==> src/rtl/decode_stage_if.sv <==
// rtl/decode_stage_if.sv - ID/EX pipeline register bundle between decode and execute
interface decode_stage_if;
    logic        id_ex_valid;
    logic        id_ex_regwrite;
    logic        id_ex_memread;
    logic        id_ex_memwrite;
    logic [31:0] id_ex_pc;
    logic [31:0] id_ex_rs_data;
    logic [31:0] id_ex_rt_data;
    logic [31:0] id_ex_imm;
    logic [4:0]  id_ex_rs;
    logic [4:0]  id_ex_rt;
    logic [4:0]  id_ex_dest;
    logic [4:0]  id_ex_shamt;
    logic [5:0]  id_ex_opcode;
    logic [5:0]  id_ex_funct;

    // Decode stage drives the register; execute consumes it.
    modport master (
        output id_ex_valid, id_ex_regwrite, id_ex_memread, id_ex_memwrite,
        output id_ex_pc, id_ex_rs_data, id_ex_rt_data, id_ex_imm,
        output id_ex_rs, id_ex_rt, id_ex_dest, id_ex_shamt,
        output id_ex_opcode, id_ex_funct
    );
    modport slave (
        input id_ex_valid, id_ex_regwrite, id_ex_memread, id_ex_memwrite,
        input id_ex_pc, id_ex_rs_data, id_ex_rt_data, id_ex_imm,
        input id_ex_rs, id_ex_rt, id_ex_dest, id_ex_shamt,
        input id_ex_opcode, id_ex_funct
    );
endinterface

==> src/rtl/decode_stage.sv <==
// rtl/decode_stage.sv - MIPS ID stage: decode, WB bypass, load-use detect, ID/EX register
module decode_stage #(
    parameter logic [31:0] RESET_PC = 32'h0
) (
    input  logic               clk,
    input  logic               reset,
    input  logic               stall,
    input  logic               flush,
    input  logic               if_valid,
    input  logic [31:0]        if_instr,
    input  logic [31:0]        if_pc,
    output logic [4:0]         RAddr1_RF,
    output logic [4:0]         RAddr2_RF,
    input  logic [31:0]        RD1_RF,
    input  logic [31:0]        RD2_RF,
    input  logic [4:0]         WAddr_RF,
    input  logic               WrEn_RF,
    input  logic [31:0]        WD_RF,
    output logic               load_use_stall,
    decode_stage_if.master     id_ex
);
    logic [5:0]  opcode;
    logic [5:0]  funct;
    logic [4:0]  rs;
    logic [4:0]  rt;
    logic [4:0]  rd;
    logic [4:0]  shamt;

    logic [4:0]  dest;
    logic        regwrite;
    logic        memread;
    logic        memwrite;
    logic [31:0] imm;
    logic        uses_rt;
    logic        rs_used;
    logic [31:0] rs_data;
    logic [31:0] rt_data;

    assign opcode    = if_instr[31:26];
    assign rs        = if_instr[25:21];
    assign rt        = if_instr[20:16];
    assign rd        = if_instr[15:11];
    assign shamt     = if_instr[10:6];
    assign funct     = if_instr[5:0];
    assign RAddr1_RF = rs;
    assign RAddr2_RF = rt;

    // Opcode decode into destination, control bits, immediate and operand usage.
    always_comb begin
        dest     = 5'd0;
        regwrite = 1'b0;
        memread  = 1'b0;
        memwrite = 1'b0;
        imm      = {{16{if_instr[15]}}, if_instr[15:0]};
        uses_rt  = 1'b0;
        rs_used  = 1'b1;
        case (opcode)
            6'h00: begin
                dest     = rd;
                regwrite = (funct != 6'h08);
                uses_rt  = 1'b1;
            end
            6'h23: begin
                dest     = rt;
                regwrite = 1'b1;
                memread  = 1'b1;
            end
            6'h2B: begin
                memwrite = 1'b1;
                uses_rt  = 1'b1;
            end
            6'h08, 6'h09, 6'h0A, 6'h0B: begin
                dest     = rt;
                regwrite = 1'b1;
            end
            6'h0C, 6'h0D, 6'h0E: begin
                dest     = rt;
                regwrite = 1'b1;
                imm      = {16'h0, if_instr[15:0]};
            end
            6'h0F: begin
                dest     = rt;
                regwrite = 1'b1;
                imm      = {if_instr[15:0], 16'h0};
                rs_used  = 1'b0;
            end
            6'h04, 6'h05: begin
                uses_rt  = 1'b1;
            end
            6'h02: begin
                rs_used  = 1'b0;
            end
            6'h03: begin
                dest     = 5'd31;
                regwrite = 1'b1;
                rs_used  = 1'b0;
            end
            default: begin
                dest     = 5'd0;
            end
        endcase
        if (dest == 5'd0) begin
            regwrite = 1'b0;
        end
    end

    // Forward the WB write happening this cycle, since the regfile still returns the old value.
    always_comb begin
        rs_data = RD1_RF;
        rt_data = RD2_RF;
        if (rs == 5'd0) begin
            rs_data = 32'h0;
        end else if (WrEn_RF && WAddr_RF == rs) begin
            rs_data = WD_RF;
        end
        if (rt == 5'd0) begin
            rt_data = 32'h0;
        end else if (WrEn_RF && WAddr_RF == rt) begin
            rt_data = WD_RF;
        end
    end

    // A load in EX cannot forward to an instruction in ID; hold IF/ID for one cycle.
    always_comb begin
        load_use_stall = if_valid && id_ex.id_ex_valid && id_ex.id_ex_memread &&
                         (id_ex.id_ex_dest != 5'd0) && !flush &&
                         ((rs_used && id_ex.id_ex_dest == rs) ||
                          (uses_rt && id_ex.id_ex_dest == rt));
    end

    // ID/EX register: reset, then freeze, then bubble on flush or load-use, else capture.
    always_ff @(posedge clk) begin
        if (reset || (!stall && (flush || load_use_stall))) begin
            id_ex.id_ex_valid    <= 1'b0;
            id_ex.id_ex_regwrite <= 1'b0;
            id_ex.id_ex_memread  <= 1'b0;
            id_ex.id_ex_memwrite <= 1'b0;
            id_ex.id_ex_pc       <= reset ? RESET_PC : 32'h0;
            id_ex.id_ex_rs_data  <= 32'h0;
            id_ex.id_ex_rt_data  <= 32'h0;
            id_ex.id_ex_imm      <= 32'h0;
            id_ex.id_ex_rs       <= 5'd0;
            id_ex.id_ex_rt       <= 5'd0;
            id_ex.id_ex_dest     <= 5'd0;
            id_ex.id_ex_shamt    <= 5'd0;
            id_ex.id_ex_opcode   <= 6'd0;
            id_ex.id_ex_funct    <= 6'd0;
        end else if (!stall) begin
            id_ex.id_ex_valid    <= if_valid;
            id_ex.id_ex_regwrite <= if_valid && regwrite;
            id_ex.id_ex_memread  <= if_valid && memread;
            id_ex.id_ex_memwrite <= if_valid && memwrite;
            id_ex.id_ex_pc       <= if_pc;
            id_ex.id_ex_rs_data  <= rs_data;
            id_ex.id_ex_rt_data  <= rt_data;
            id_ex.id_ex_imm      <= imm;
            id_ex.id_ex_rs       <= rs;
            id_ex.id_ex_rt       <= rt;
            id_ex.id_ex_dest     <= dest;
            id_ex.id_ex_shamt    <= shamt;
            id_ex.id_ex_opcode   <= opcode;
            id_ex.id_ex_funct    <= funct;
        end
    end
endmodule

==> src/flat_wrapper.sv <==
// flat-port wrapper written by rule: the top's interface ports become plain ports
module decode_stage_flat 
#(
    parameter logic [31:0] RESET_PC = 32'h0
)
  (clk, reset, stall, flush, if_valid, if_instr, if_pc, RAddr1_RF, RAddr2_RF, RD1_RF, RD2_RF, WAddr_RF, WrEn_RF, WD_RF, load_use_stall, id_ex_id_ex_valid, id_ex_id_ex_regwrite, id_ex_id_ex_memread, id_ex_id_ex_memwrite, id_ex_id_ex_pc, id_ex_id_ex_rs_data, id_ex_id_ex_rt_data, id_ex_id_ex_imm, id_ex_id_ex_rs, id_ex_id_ex_rt, id_ex_id_ex_dest, id_ex_id_ex_shamt, id_ex_id_ex_opcode, id_ex_id_ex_funct);
  decode_stage_if id_ex_i ();
  input  logic clk;
  input  logic reset;
  input  logic stall;
  input  logic flush;
  input  logic if_valid;
  input  logic [31:0] if_instr;
  input  logic [31:0] if_pc;
  output logic [4:0] RAddr1_RF;
  output logic [4:0] RAddr2_RF;
  input  logic [31:0] RD1_RF;
  input  logic [31:0] RD2_RF;
  input  logic [4:0] WAddr_RF;
  input  logic WrEn_RF;
  input  logic [31:0] WD_RF;
  output logic load_use_stall;
  output wire logic [$bits(id_ex_i.id_ex_valid)-1:0] id_ex_id_ex_valid;
  output wire logic [$bits(id_ex_i.id_ex_regwrite)-1:0] id_ex_id_ex_regwrite;
  output wire logic [$bits(id_ex_i.id_ex_memread)-1:0] id_ex_id_ex_memread;
  output wire logic [$bits(id_ex_i.id_ex_memwrite)-1:0] id_ex_id_ex_memwrite;
  output wire logic [$bits(id_ex_i.id_ex_pc)-1:0] id_ex_id_ex_pc;
  output wire logic [$bits(id_ex_i.id_ex_rs_data)-1:0] id_ex_id_ex_rs_data;
  output wire logic [$bits(id_ex_i.id_ex_rt_data)-1:0] id_ex_id_ex_rt_data;
  output wire logic [$bits(id_ex_i.id_ex_imm)-1:0] id_ex_id_ex_imm;
  output wire logic [$bits(id_ex_i.id_ex_rs)-1:0] id_ex_id_ex_rs;
  output wire logic [$bits(id_ex_i.id_ex_rt)-1:0] id_ex_id_ex_rt;
  output wire logic [$bits(id_ex_i.id_ex_dest)-1:0] id_ex_id_ex_dest;
  output wire logic [$bits(id_ex_i.id_ex_shamt)-1:0] id_ex_id_ex_shamt;
  output wire logic [$bits(id_ex_i.id_ex_opcode)-1:0] id_ex_id_ex_opcode;
  output wire logic [$bits(id_ex_i.id_ex_funct)-1:0] id_ex_id_ex_funct;
  assign id_ex_id_ex_valid = id_ex_i.id_ex_valid;
  assign id_ex_id_ex_regwrite = id_ex_i.id_ex_regwrite;
  assign id_ex_id_ex_memread = id_ex_i.id_ex_memread;
  assign id_ex_id_ex_memwrite = id_ex_i.id_ex_memwrite;
  assign id_ex_id_ex_pc = id_ex_i.id_ex_pc;
  assign id_ex_id_ex_rs_data = id_ex_i.id_ex_rs_data;
  assign id_ex_id_ex_rt_data = id_ex_i.id_ex_rt_data;
  assign id_ex_id_ex_imm = id_ex_i.id_ex_imm;
  assign id_ex_id_ex_rs = id_ex_i.id_ex_rs;
  assign id_ex_id_ex_rt = id_ex_i.id_ex_rt;
  assign id_ex_id_ex_dest = id_ex_i.id_ex_dest;
  assign id_ex_id_ex_shamt = id_ex_i.id_ex_shamt;
  assign id_ex_id_ex_opcode = id_ex_i.id_ex_opcode;
  assign id_ex_id_ex_funct = id_ex_i.id_ex_funct;
  decode_stage #(.RESET_PC(RESET_PC)) u_core (.clk(clk), .reset(reset), .stall(stall), .flush(flush), .if_valid(if_valid), .if_instr(if_instr), .if_pc(if_pc), .RAddr1_RF(RAddr1_RF), .RAddr2_RF(RAddr2_RF), .RD1_RF(RD1_RF), .RD2_RF(RD2_RF), .WAddr_RF(WAddr_RF), .WrEn_RF(WrEn_RF), .WD_RF(WD_RF), .load_use_stall(load_use_stall), .id_ex(id_ex_i));
endmodule
==> config.mk <==
export PLATFORM = sky130hd
export DESIGN_NAME = decode_stage_flat
export DESIGN_NICKNAME = d
export VERILOG_FILES = /design/src/rtl/decode_stage_if.sv /design/src/rtl/decode_stage.sv /design/src/flat_wrapper.sv
export SDC_FILE = /design/constraint.sdc
export NUM_CORES = 1
export LEC_CHECK = 0
export BUFFER_PORTS_ARGS = -buffer_cell sky130_fd_sc_hd__buf_2
export CAP_MARGIN = 20
export CORE_ASPECT_RATIO = 0.5
export CORE_MARGIN = 1
export CORE_UTILIZATION = 40
export CTS_CLUSTER_SIZE = 25
export DETAILED_ROUTE_END_ITERATION = 6
export PLACE_DENSITY = 0.7
export RECOVER_POWER = 25
export REMOVE_ABC_BUFFERS = 1
export SLEW_MARGIN = 10
export SYNTH_ARGS = -nofsm -noshare
export SYNTH_HDL_FRONTEND = slang
export SYNTH_SLANG_ARGS = --single-unit
==> constraint.sdc <==
create_clock -name clk -period 3.7 [get_ports clk]
set_input_delay 0.74 -clock clk [delete_from_list [all_inputs] [get_ports clk]]
set_output_delay 0.74 -clock clk [all_outputs]
set_load 0.05 [all_outputs]
# Yosys cells after proc, flatten, opt, wreduce, memory -nomap -nowiden
# Index checks and enable logic that the tools add are counted.
[totals]
reg_bits = 164
latch_bits = 0
ramBits = 0
romBits = 0
inputBits = 171
output_inout_bits = 175
mem_count = 0
[op_classes]
addsub = 0
mul = 0
n_div = 0
order_cmp = 0
n_eq_ne = 19
n_shift = 0
muxes = 12
bitwise_logic = 0
n_reduce_logical = 28
[op_table]
columns = ["cell", "count"]
rows = [
  ["2-to-1 mux 32 bit", 4],
  ["one-hot mux 32 bit (2 select lines)", 1],
  ["== test 6 x 4 -> 1 bit (second input constant)", 8],
  ["== test 5 bit", 4],
  ["logical NOT 5 bit", 3],
  ["one-hot mux 5 bit (3 select lines)", 1],
  ["logical AND 1 bit", 13],
  ["== test 6 x 2 -> 1 bit (second input constant)", 2],
  ["== test 6 x 3 -> 1 bit (second input constant)", 2],
  ["== test 6 bit (second input constant)", 2],
  ["OR reduction 10 bit", 1],
  ["OR reduction 9 bit", 1],
  ["logical NOT 6 bit", 1],
  ["inequality test 6 x 4 -> 1 bit (second input constant)", 1],
  ["OR reduction 3 bit", 2],
  ["2-to-1 mux 1 bit", 5],
  ["nonzero test 5 bit", 1],
  ["OR reduction 4 bit", 1],
  ["logical OR 1 bit", 3],
  ["logical NOT 1 bit", 2],
  ["one-hot mux 1 bit (2 select lines)", 1],
]

# Depth between registers and ports, before layout
[logic_depth]
depth_word = 9
mapped_depth = 9
depth_no_buf = 5

# Worst setup path after synthesis
# Ideal clock, no wire load.
[synth_path]
path_kind = "input-to-output"
startpoint = "input port if_instr[29]"
endpoint = "output port load_use_stall"
arrival_time_ps = 2320
required_ps = 2960
slack_ps = 640
path_stages = 7
cell_sequence = "clkbuf_1 nand4bb_1 or2_2 clkbuf_1 and3_1 a31oi_1 nor2b_1"
[synth_via]
elab_chain_len = 6
[synth_lines]
columns = ["element", "line_no", "source"]
rows = [
  ["start, declared", "flat_wrapper.sv:13", "input logic [31:0] if_instr;"],
  ["== test 6 bit (tied with other cells)", "decode_stage.sv:57", "case (opcode)"],
  ["OR reduction 4 bit (no source line) / OR reduction 3 bit (equally long branches)", "--", ""],
  ["2-to-1 mux 1 bit", "decode_stage.sv:57", ""],
  ["logical AND 1 bit, on equally long branches", "decode_stage.sv:128, decode_stage.sv:127", ""],
  ["logical OR 1 bit (*)", "decode_stage.sv:127", "((rs_used && id_ex.id_ex_dest == rs) ||"],
  ["logical AND 1 bit (*)", "decode_stage.sv:126", "(id_ex.id_ex_dest != 5'd0) && !flush &&"],
  ["end, declared", "flat_wrapper.sv:22", "output logic load_use_stall;"],
]
# Mark *: on every way between the ends. The rest lies on a longest branch, timed or not.

# Final worst setup path
[layout_path]
startpoint = "input port if_instr[31]"
endpoint = "output port load_use_stall"
# The elaborated chain is that of the path after synthesis.

==> results.sh <==
export IMPL_grt_pass1_vias=7173
export IMPL_overflow=0
export IMPL_critPathLaunchType="primary input"
export IMPL_grt_antenna_before_repair=0
export IMPL_ctsHoldBuffers=0
export IMPL_fmaxAchievable_mhz=324
export IMPL_syn_area_per_cell_um2=8.78
export IMPL_mostFrequentLayoutCell="buf_2"
export IMPL_place_area_um2=9380
export IMPL_p_leak_nw=4.49
export IMPL_num_antenna_cells=0
export IMPL_dr_pass1_iters=4
export IMPL_via_count=7401
export IMPL_drc=0
export IMPL_clock_sinks=164
export IMPL_numPortBuffers=345
export IMPL_finalNetCount=1329
export IMPL_die_height_um=99.7
export IMPL_dieArea_um2=19700
export IMPL_synth_edff_count=0
export IMPL_dp_hpwl_mm=16.1
export IMPL_initial_core_util_pct=41.2
export IMPL_final_area_um2=9890
export IMPL_ys_ff_latch=164
export IMPL_fill_cells=1785
export IMPL_rsz0062_at_grt="false"
export IMPL_skew_ns=0.0120
export IMPL_timing_final_crit_share_pct=83.3
export IMPL_critPathKind="primary input to output pin"
export IMPL_grt_pass1_wl_mm=37.3
export IMPL_hold_slack_ns=0.459
export IMPL_ant_nets=0
export IMPL_synth_ff_type="dfxtp_1"
export IMPL_io_pin_count=346
export IMPL_vias_per_cell=5.18
export IMPL_yosysWarnings=0
export IMPL_critPathMaxFanout=11
export IMPL_row_count=35
export IMPL_core_um2=18500
export IMPL_final_max_slew_viol_count=0
export IMPL_setup_viol=0
export IMPL_track_usage_pct=23.5
export IMPL_clk_latency_ns=0.42
export IMPL_die_w_um=197
export IMPL_ctsResizeCount=0
export IMPL_maxSlewHeadroom_pct=33.4
export IMPL_wl_mm=23.5
export IMPL_crit_required_ns=2.96
export IMPL_post_cts_setup_buffers=0
export IMPL_tightest_slew_ns=0.999
export IMPL_grt_max_degree=125
export IMPL_syn_to_final_growth_pct=29.5
export IMPL_status="finished, final reports clean"
export IMPL_cts_root_buf="clkbuf_16"
export IMPL_ys_types=44
export IMPL_arrival_ns=2.34
export IMPL_finalHoldViolations=0
export IMPL_async_reset_ff_share_pct=0
export IMPL_htreeDepth=4
export IMPL_routabilityCongestion=0.915
export IMPL_min_period_ns=3.08
export IMPL_dr_first_iter_drc_count=340
export IMPL_cts_buffers_inserted=17
export IMPL_tns_ns=0
export IMPL_clk_pin_slew_ns=0.06
export IMPL_netlist_instances=870
export IMPL_cp_end_kind="output pin"
export IMPL_clockBufferDepth=2
export IMPL_hold_path_class="flip-flop to flip-flop"
export IMPL_cap_violations=0
export IMPL_drive_above_1_share_pct=30.4
export IMPL_synth_cell_area_um2=7640
export IMPL_final_cell_mix="buf_2, dfxtp_1, nor2_1, clkbuf_1, nand2_1"
export IMPL_wl_per_cell_um=16.4
export IMPL_yosysSeqAreaShare_pct=43.0
export IMPL_ir_worst_vdd_mv=0.322
export IMPL_power_density_nw_per_um2=485
export IMPL_cts_tree="built"
[flip-flops by register name, indices dropped and copies added, names as in the netlist, 5 cells and up]
register                    flops
u_core.id_ex.id_ex_rs           5
u_core.id_ex.id_ex_dest         5
u_core.id_ex.id_ex_funct        6
u_core.id_ex.id_ex_rt           5
u_core.id_ex.id_ex_imm         32
u_core.id_ex.id_ex_opcode       6
u_core.id_ex.id_ex_pc          32
u_core.id_ex.id_ex_rt_data     32
u_core.id_ex.id_ex_shamt        5
u_core.id_ex.id_ex_rs_data     32
[stage by stage]
stage / power (mW) / std cells / setup WS (ns) / util, %
finish: 4.80 / 1430 / 0.617 / 53.4
global route: 4.99 / 1430 / 0.543 / 53.4
CTS: 4.86 / 1430 / 0.618 / 54.0
detailed placement: 2.99 / 1398 / 0.629 / 50.7
global placement: 2.97 / 1398 / 0.659 / 50.7
floorplan: 2.63 / 782 / -5.73 / -
[cell usage after synthesis (2+ instances only)]
master / instances / area share, %
or2_2: 2 / 0.16
mux2i_1: 54 / 7.1
nand4_1: 2 / 0.16
a221o_1: 5 / 0.66
o21ai_1: 17 / 1.1
nor2b_1: 17 / 1.4
xor2_1: 15 / 1.7
o21ai_0: 47 / 3.1
nand2_1: 67 / 3.3
nor4_1: 2 / 0.16
nor2_1: 95 / 4.7
nor4_2: 2 / 0.33
and2_1: 2 / 0.16
a22oi_1: 32 / 3.1
a21boi_0: 64 / 6.3
nand4bb_1: 2 / 0.29
dfxtp_1: 164 / 43
inv_1: 3 / 0.15
xnor2_1: 5 / 0.57
and3_1: 65 / 5.3
a32oi_1: 3 / 0.34
buf_6: 16 / 2.4
a21oi_1: 55 / 3.6
nand2b_1: 3 / 0.25
a21oi_2: 40 / 4.6
nor3_1: 4 / 0.26
clkbuf_1: 58 / 2.9
a31oi_1: 2 / 0.16
buf_4: 12 / 1.2
[final cells by class]
cell class	count	area, um^2	share of cell area, %
sequential	164	3280	33.2
timing repair buffer	357	1770	17.9
tap	259	324	3.28
multi-input combinational	615	3890	39.3
clock inverter	13	171	1.73
clock buffer	19	443	4.48
inverter	3	11.3	0.114
[path summary, 6_finish.rpt]
path / to / slack [ns] / cells after the start / start
hold reg to reg: u_core.id_ex.id_ex_rt_data[8] / 0.46 / 2 / u_core.id_ex.id_ex_rt_data[8]
hold / removal: u_core.id_ex.id_ex_rt_data[8] / 0.46 / 2 / u_core.id_ex.id_ex_rt_data[8]
setup / recovery: load_use_stall / 0.62 / 7 / if_instr[31]
setup reg to reg: u_core.id_ex.id_ex_imm[19] / 1.26 / 6 / u_core.id_ex.id_ex_dest[3]
[metal layers]
metal  GRT usage, %  part of all wire (%)  vias up
li1               -                     -     3611
met1           29.6                    43     3523
met2           40.4                    50      224
met3           3.73                   4.2       43
met4           9.42                   2.6        0
met5              0                     0        -
[logic make-up (layout without fill, tap and decap cells)]
| kind of cell | Yosys count | in the layout | share of synthesized area (%) |
|---|---|---|---|
| AO/OA/AOI/OAI | 272 | 272 | 23.8 |
| AND/OR/NAND/NOR | 269 | 269 | 17.2 |
| flip-flops | 164 | 164 | 43.0 |
| buffers and inverters | 91 | 392 | 6.65 |
| multiplexers | 54 | 54 | 7.08 |
| XOR/XNOR | 20 | 20 | 2.29 |
[worst max-delay path: stages]
cell and delay (ns):
buf_2 0.16, or4_4 0.56, o2111a_1 0.25, and3_1 0.18
a31oi_1 0.17, nor2b_1 0.06, buf_2 0.21
[power breakdown]
group	total (mW)	leakage (nW)	switching (mW)	internal, mW
logic	1.01	2.85	0.738	0.275
clock network	1.86	0.295	0.764	1.09
registers	1.92	1.35	0.0547	1.87
total	4.80	4.49	1.56	3.24
Power figures use the tool's default switching activity.
